[src/rtl/result_requant.sv]
// Requantizes N-lane matmul result rows: per-column bias, rounding right shift,
// optional ReLU and saturation to OUT_WIDTH, with tile-based tlast on AXI-Stream.
module result_requant #(
  parameter int N             = 4,
  parameter int RESULT_WIDTH  = 32,
  parameter int OUT_WIDTH     = 8,
  parameter int ROW_CNT_WIDTH = 16
) (
  input  logic                            clk,
  input  logic                            reset,
  input  logic [N*RESULT_WIDTH-1:0]       s_axis_tdata,
  input  logic                            s_axis_tvalid,
  output logic                            s_axis_tready,
  output logic [N*OUT_WIDTH-1:0]          m_axis_tdata,
  output logic                            m_axis_tvalid,
  input  logic                            m_axis_tready,
  output logic                            m_axis_tlast,
  input  logic                            bias_wr_en,
  input  logic [$clog2(N)-1:0]            bias_wr_idx,
  input  logic signed [RESULT_WIDTH-1:0]  bias_wr_data,
  input  logic [4:0]                      cfg_shift,
  input  logic                            cfg_relu,
  input  logic [ROW_CNT_WIDTH-1:0]        cfg_rows
);

  localparam int SW  = RESULT_WIDTH + 1;
  localparam int RW2 = RESULT_WIDTH + 2;
  localparam logic signed [RW2-1:0] SAT_MAX =
    {{(RW2-OUT_WIDTH+1){1'b0}}, {(OUT_WIDTH-1){1'b1}}};
  localparam logic signed [RW2-1:0] SAT_MIN =
    {{(RW2-OUT_WIDTH+1){1'b1}}, {(OUT_WIDTH-1){1'b0}}};

  function automatic logic signed [RW2-1:0] round_shift(
    input logic signed [SW-1:0] sum,
    input logic [4:0]           sh
  );
    logic signed [RW2-1:0] ext;
    logic signed [RW2-1:0] rnd;
    ext = {sum[SW-1], sum};
    rnd = '0;
    if (sh != 5'd0) rnd = {{(RW2-1){1'b0}}, 1'b1} << (sh - 5'd1);
    return (ext + rnd) >>> sh;
  endfunction

  function automatic logic signed [OUT_WIDTH-1:0] sat_relu(
    input logic signed [RW2-1:0] r,
    input logic                  relu
  );
    logic signed [RW2-1:0] c;
    if (r > SAT_MAX)      c = SAT_MAX;
    else if (r < SAT_MIN) c = SAT_MIN;
    else                  c = r;
    if (relu && c[RW2-1]) c = '0;
    return c[OUT_WIDTH-1:0];
  endfunction

  logic signed [RESULT_WIDTH-1:0] bias_q [N];
  logic                           vld_p1_q, vld_p1_d, last_p1_q, last_p1_d;
  logic signed [SW-1:0]           sum_p1_q [N];
  logic signed [SW-1:0]           sum_p1_d [N];
  logic                           vld_p2_q, vld_p2_d, last_p2_q, last_p2_d;
  logic [N*OUT_WIDTH-1:0]         data_p2_q, data_p2_d;
  logic [ROW_CNT_WIDTH-1:0]       row_q, row_d, rows_m1;
  logic                           accept, p2_free, p2_load, row_last;

  always_comb begin
    p2_free       = !vld_p2_q || m_axis_tready;
    p2_load       = vld_p1_q && p2_free;
    s_axis_tready = !vld_p1_q || p2_free;
    accept        = s_axis_tvalid && s_axis_tready;

    // Stage 1: bias add and row tagging on accept
    rows_m1   = (cfg_rows == '0) ? '0 : cfg_rows - 1'b1;
    row_last  = (row_q >= rows_m1);
    row_d     = row_q;
    last_p1_d = last_p1_q;
    if (accept) begin
      last_p1_d = row_last;
      row_d     = row_last ? '0 : row_q + 1'b1;
    end
    for (int i = 0; i < N; i++) begin
      sum_p1_d[i] = sum_p1_q[i];
      if (accept)
        sum_p1_d[i] =
          $signed({s_axis_tdata[i*RESULT_WIDTH+RESULT_WIDTH-1],
                   s_axis_tdata[i*RESULT_WIDTH +: RESULT_WIDTH]}) +
          $signed({bias_q[i][RESULT_WIDTH-1], bias_q[i]});
    end
    vld_p1_d = accept ? 1'b1 : (p2_load ? 1'b0 : vld_p1_q);

    // Stage 2: round, saturate, ReLU into the output register
    data_p2_d = data_p2_q;
    last_p2_d = last_p2_q;
    if (p2_load) begin
      last_p2_d = last_p1_q;
      for (int i = 0; i < N; i++)
        data_p2_d[i*OUT_WIDTH +: OUT_WIDTH] =
          sat_relu(round_shift(sum_p1_q[i], cfg_shift), cfg_relu);
    end
    vld_p2_d = p2_load ? 1'b1 : (m_axis_tready ? 1'b0 : vld_p2_q);
  end

  always_ff @(posedge clk or posedge reset) begin
    if (reset) begin
      vld_p1_q  <= 1'b0;
      last_p1_q <= 1'b0;
      vld_p2_q  <= 1'b0;
      last_p2_q <= 1'b0;
      data_p2_q <= '0;
      row_q     <= '0;
      for (int i = 0; i < N; i++) bias_q[i] <= '0;
    end else begin
      vld_p1_q  <= vld_p1_d;
      last_p1_q <= last_p1_d;
      vld_p2_q  <= vld_p2_d;
      last_p2_q <= last_p2_d;
      data_p2_q <= data_p2_d;
      row_q     <= row_d;
      if (bias_wr_en) bias_q[bias_wr_idx] <= bias_wr_data;
    end
  end

  always_ff @(posedge clk) begin
    for (int i = 0; i < N; i++) sum_p1_q[i] <= sum_p1_d[i];
  end

  assign m_axis_tvalid = vld_p2_q;
  assign m_axis_tdata  = data_p2_q;
  assign m_axis_tlast  = last_p2_q;

endmodule
[config.mk]
export PLATFORM = sky130hd
export DESIGN_NAME = result_requant
export DESIGN_NICKNAME = d
export VERILOG_FILES = /design/src/rtl/result_requant.sv
export SDC_FILE = /design/constraint.sdc
export NUM_CORES = 2
export LEC_CHECK = 0
export BUFFER_PORTS_ARGS = -buffer_cell sky130_fd_sc_hd__buf_2
export CORE_MARGIN = 5
export CORE_UTILIZATION = 25
export CTS_CLUSTER_DIAMETER = 50
export CTS_CLUSTER_SIZE = 20
export DETAILED_ROUTE_END_ITERATION = 10
export GPL_TIMING_DRIVEN = 0
export PLACE_DENSITY = 0.45
export SKIP_LAST_GASP = 1
export SLEW_MARGIN = 20
export SYNTH_ARGS = -nofsm -noshare
export SYNTH_HDL_FRONTEND = slang
export SYNTH_SLANG_ARGS = --single-unit
[constraint.sdc]
create_clock -name clk -period 6.65 [get_ports clk]
set_input_delay 0.9975 -clock clk [delete_from_list [all_inputs] [get_ports clk]]
set_output_delay 0.9975 -clock clk [all_outputs]
set_load 0.005 [all_outputs]
Word level (Yosys, flattened, before mapping). Memories as Yosys holds them, arrays and structs flattened. Cells that the tools add are included.

Add/sub/neg operators: 11. Magnitude comparators: 11. Shift-type cells: 5. Mux-type cells: 31. Bitwise operators: 1. Reductions and logical operators: 15.

Operators by type and width (number): 2-to-1 mux 34 bit (14); adder 33 x 34 -> 34 bit (4); greater-than comparator 34 x 8 -> 1 bit, second input constant (4); < comparator 34 x 8 -> 1 bit, second input constant (4); >>> shifter 34 x 5 -> 34 bit (4); adder 32 x 32 -> 33 bit (4); 2-to-1 mux 33 bit (4); bitwise mux 128 bit (1); demux 32 bit (select 2 bit) (1); left shift 1 x 5 -> 34 bit, first input constant (1); 2-to-1 mux 16 bit (2); 2-to-1 mux 32 bit (1); 2-to-1 mux 8 bit (4); adder 16 x 1 -> 16 bit, second input constant (1); >= comparator 16 bit (1); logical NOT 16 bit (1); subtractor 16 x 1 -> 16 bit, second input constant (1); logical AND 1 bit (7); nonzero test 5 bit (1); subtractor 5 x 1 -> 5 bit, second input constant (1); 2-to-1 mux 1 bit (4); nonzero test 2 bit (2); >= comparator 3 bit, second input constant (1); < comparator 3 x 1 -> 1 bit, second input constant (1); 3 further kinds (5).

Bits in registers: 180. RAM bits: 132. Bits of input ports: 189. Word-level logic and storage cells: 85. Memories kept: 1.

Memories: sum_p1_q (words 4, width 33, read ports 4, clocked after Yosys merged registers in 0, wr ports 4, RTL line 59) `logic signed [SW-1:0] sum_p1_q [N];`.

Logic depth before layout (Yosys ltp).
Word-level depth: 12. Depth in mapped cells: 31.

Worst setup path before layout. No wires, ideal clock.

Path kind: in2reg. From: input port cfg_shift[2]. To: register data_p2_q[0] (netlist: m_axis_tdata[0]). Setup time: 0.082 ns. Arrival: 8.491 ns. Data required time: 6.568 ns. Path slack: -1.923 ns. Stages on the path: 29. Path buffers: 11. Cell sequence: clkbuf_1 -> clkbuf_1 -> buf_1 -> clkbuf_1 -> buf_1 -> clkbuf_1 -> buf_1 -> buf_1 -> clkbuf_1 -> buf_1 -> nand2_1 -> nor2_1 -> ha_1 -> clkbuf_1 -> a21o_1 -> a21o_1 -> a221oi_1 -> nor2_1 -> nor4_1 -> nor3_1 -> or2_2 -> mux2_2 -> a211oi_1 -> o221ai_1 -> a2111oi_0 -> a41oi_1 -> o311ai_2 -> o21ai_0 -> a31oi_1.

Cells in the longest elaborated chain, start to end: 12. Elaborated cells on any way between the ends: 14. Those cells by class: add/sub (2); order compare (2); shift (2); mux (6); reduce/logical (2).

RTL lines: from (decl) (RTL line 21) `input logic [4:0] cfg_shift,`; subtractor 5 x 1 -> 5 bit (RTL line 41) `if (sh != 5'd0) rnd = {{(RW2-1){1'b0}}, 1'b1} << (sh - 5'd1);`; left shift 1 x 5 -> 34 bit (RTL line 41); 2-to-1 mux 34 bit (RTL line 41); 2-to-1 mux 34 bit (RTL line 94) `if (p2_load) begin`; adder 33 x 34 -> 34 bit (RTL line 42) `return (ext + rnd) >>> sh;`; >>> shifter 34 x 5 -> 34 bit * (RTL line 42); < comparator 34 x 8 -> 1 bit (RTL line 51) `else if (r < SAT_MIN) c = SAT_MIN;`; 2-to-1 mux 34 bit (RTL line 51); 2-to-1 mux 34 bit * (RTL line 50) `if (r > SAT_MAX) c = SAT_MAX;`; 2-to-1 mux 34 bit * (RTL line 94); logical AND 1 bit (RTL line 53) `if (relu && c[RW2-1]) c = '0;`; 2-to-1 mux 8 bit * (RTL line 53); to (signal assigned) (RTL line 117) `data_p2_q <= data_p2_d;`; to (decl) (RTL line 62) `logic [N*OUT_WIDTH-1:0] data_p2_q, data_p2_d;`.

Every way passes the cells marked *; elsewhere a longest branch is shown, timed or not. The select of a mux whose other input is x is not followed. A chain may end at the register's enable or synchronous reset.

Worst setup path in the final report.
From: input port cfg_shift[1]. To: register data_p2_q[2] (netlist: m_axis_tdata[2]).

The elaborated chain is that of the path after synthesis.

==> metrics.md <==
| Metric | Value |
|---|---|
| Max Transition Viols Final | 0 |
| Ys Warns | 0 |
| Filler cells | 14881 |
| Most frequent cells in the layout | nor2_1 (342), nand2_1 (325), a21oi_1 (266) |
| Grt total ovfl | 0 |
| Distinct cell type count after synthesis | 98 |
| Worst Hold Class | in2async |
| Fmax | 148 MHz |
| RSZ-0062 raised after global routing | true |
| First-pass GRT wire length | 289000 µm |
| Pin count of the biggest net entering global routing | 81 |
| WP data arrival | 7.26 ns |
| Core Box Area | 0.141 mm² |
| Antenna-violating nets left | 0 |
| PwrDens | 271 mW/mm² |
| CP Launch Type | input port |
| Number of global-route vias before repair | 37749 |
| Post-layout util | 0.333 |
| Post-route cell area | 0.0472 mm² |
| DR vias/cell | 5.93 |
| Port-buffer cells | 222 |
| Clk_lat worst skew | 0.66 ns |
| Final setup margin | -0.128 ns |
| Yosys top cell area share | 0.127 |
| CTS sink cnt | 312 |
| Area delta synth->final | 32.7% |
| Residual DRC | 0 |
| Fin. Hold Viols | 0 |
| Num CTS Buffers | 52 |
| Syn avg cell area | 8.39 µm² |
| Longest Clk Path Bufs | 3 |
| Final hold slack | 0.300 ns |
| Clk root buf | clkbuf_16 |
| Die area | 0.150 mm² |
| Gr usage total | 0.263 |
| Period utilisation layout | 1.02 |
| Clock transition at path regs | 0.06 ns |
| Die height | 387 µm |
| Gpl congestion | 1.01 |
| Worst-path maximum fanout | 12 |
| Status | finished, violations left |
| Placed inst area | 0.0397 mm² |
| Top FF cell, synth | dfrtp_1 |
| Total power | 12.8 mW |
| Critical path required time | 7.14 ns |
| Initial antenna violation count | 6 |
| Max-cap violation count | 0 |
| Failing checks | negative setup slack |
| Setup-failing EPs final | 8 |
| Slew Limit Headroom | 0.138 |
| Share of the yosys chip area belonging to registers | 0.238 |
| Worst vdd ir | 0.000185 V |
| Placed insts | 6360 |
| Measured slew at the worst slew-check pin | 1.29 ns |
| Max H-tree Level | 2 |
| Crit path kind | in2reg |
| Area leader, netlist | dfrtp_1 |
| Post-synthesis cell area | 0.0355 mm² |
| Total Nets Final | 5180 |
| Commonest non-fill, non-tap cell in the layout | nor2_1 |
| Async SR Flop Fraction | 0.577 |
| Via count | 39493 |
| Fin crit period | 6.78 ns |
| Layout cell share with drive strength beyond 1 | 0.285 |
| Initial detailed-routing violation count | 4197 |
| Worst Skew | 0.0351 ns |
| I/O pin count | 224 |
| CTS tree | yes |
| Final cell count without fillers | 6656 |
| # rows | 138 |
| Synth Register Bits | 312 |
| Drt wl/cell | 31.1 µm |
| Initial Util | 0.251 |
| Static Leak | 19.0 nW |
| Final wirelength | 207000 µm |
| Post-DP HPWL | 165000 µm |
| Area contributors post-synth | dfrtp_1 (13%), edfxtp_1 (11%), ha_1 (9.4%), mux2_2 (5.3%), a21oi_1 (4.2%) |
| DRT Pass-1 Iters | 7 |
| Crit end category | flip-flop |
| Gate Count Post-Synth | 4237 |
| EDFF count, synth | 132 |
| Horiz. Die Dim | 387 µm |
cells in the mapped netlist, drive strengths merged, types with 41 or more instances:
cell type	n
mux2i	92
nand2	348
mux2	166
clkbuf	173
xor2	61
mux4	49
o21a	48
dfrtp	180
edfxtp	132
ha	266
nand3	108
xnor2	157
nor2	376
a31oi	67
nand4	47
a21oi	296
nand2b	41
and2	51
or3	43
nor4	42
a211oi	114
and3	47
inv	115
o211ai	70
buf	53
nor3	135
a21o	120
o21ai	200
cell families (layout without fill, tap and decap cells):
group | after synthesis | after routing | synth area share
adders and majority gates | 276 | 276 | 0.0987
xor gates and xnor gates | 218 | 218 | 0.0537
muxes | 307 | 307 | 0.110
buffers and inverters | 343 | 864 | 0.0365
DFF | 312 | 312 | 0.238
AOI/OAI and AO/OA | 1395 | 1395 | 0.273
other | 1 | 9 | 0.000105
and+or+nand+nor | 1385 | 1385 | 0.190
flip-flops by register name, summed over array words and instances, names as in the netlist:
register / count
last_p1_q: 1
m_axis_tdata: 32
vld_p1_q: 1
m_axis_tvalid: 1
sum_p1_q: 132
row_q: 16
m_axis_tlast: 1
bias_q: 128
where the power goes:
group	total [mW]	switching (mW)	internal, mW
logic	6.93	4.37	2.56
clock network	2.96	1.11	1.85
registers	2.88	0.323	2.56
repair_timing:
action | 4_1_cts | 5_1_grt
cloned | 0 | 0
pin swaps | 147 | 80
gates resized for setup | 658 | 165
hold buffers | 0 | 0
buffers inserted | 174 | 60
setup endpoints to repair | 32 | 28
routing by layer:
layer / up-vias / share of wire / GRT usage / wire length (µm)
met2: 2050 / 0.41 / 0.388 / 85100
met4: 2 / 0.063 / 0.130 / 13100
li1: 17347 / - / - / -
met5: - / 0.000058 / 0 / 12
met1: 19583 / 0.44 / 0.369 / 91500
met3: 511 / 0.082 / 0.0463 / 17000
area by class of cell:
| class | instances | area (µm²) | area share |
|---|---|---|---|
| antenna | 5 | 12.5 | 0.000265 |
| multi-input combinational | 3585 | 29400 | 0.624 |
| timing repair buffer | 463 | 3170 | 0.0672 |
| tap | 1890 | 2360 | 0.0501 |
| inverter | 117 | 464 | 0.00984 |
| sequential | 312 | 8470 | 0.180 |
| clock buffer | 59 | 1360 | 0.0288 |
| clock inverter | 39 | 552 | 0.0117 |
| buffer | 186 | 1340 | 0.0284 |
critical path, cell delays in order:
cell and delay (ns):
clkbuf_4 0.24, clkbuf_8 0.27, clkbuf_8 0.28, clkbuf_1 0.70
buf_1 0.71, clkbuf_2 0.58, clkbuf_2 0.55, buf_1 0.72
buf_1 0.43, mux2i_1 0.19, a211oi_1 0.73, o21ai_0 0.34
a21oi_1 0.34, a31oi_1 0.11
stage by stage:
stage	TNS, ns	setup slack [ns]
global placement	-721.23	-4.86
global route	-0.0425	-0.0169
floorplan	0	0.00560
finish	-0.235	-0.128
CTS	-1.25	-0.128
detailed placement	-127.69	-4.43
path summary, 6_finish.rpt:
kind                                 start               to  slack, ns  cells past startpoint
setup / recovery              cfg_shift[1]  m_axis_tdata[2]      -0.13                     14
min in group clk           m_axis_tdata[7]  m_axis_tdata[7]       0.47                      2
max in group asynchronous            reset         vld_p1_q       5.52                      3
hold reg to reg            m_axis_tdata[7]  m_axis_tdata[7]       0.47                      2
hold / removal                       reset       bias_q[11]       0.30                      2
setup reg to reg                bias_q[96]  sum_p1_q[0][32]       0.60                     18
Note: power is estimated with default switching activity, not from simulation.
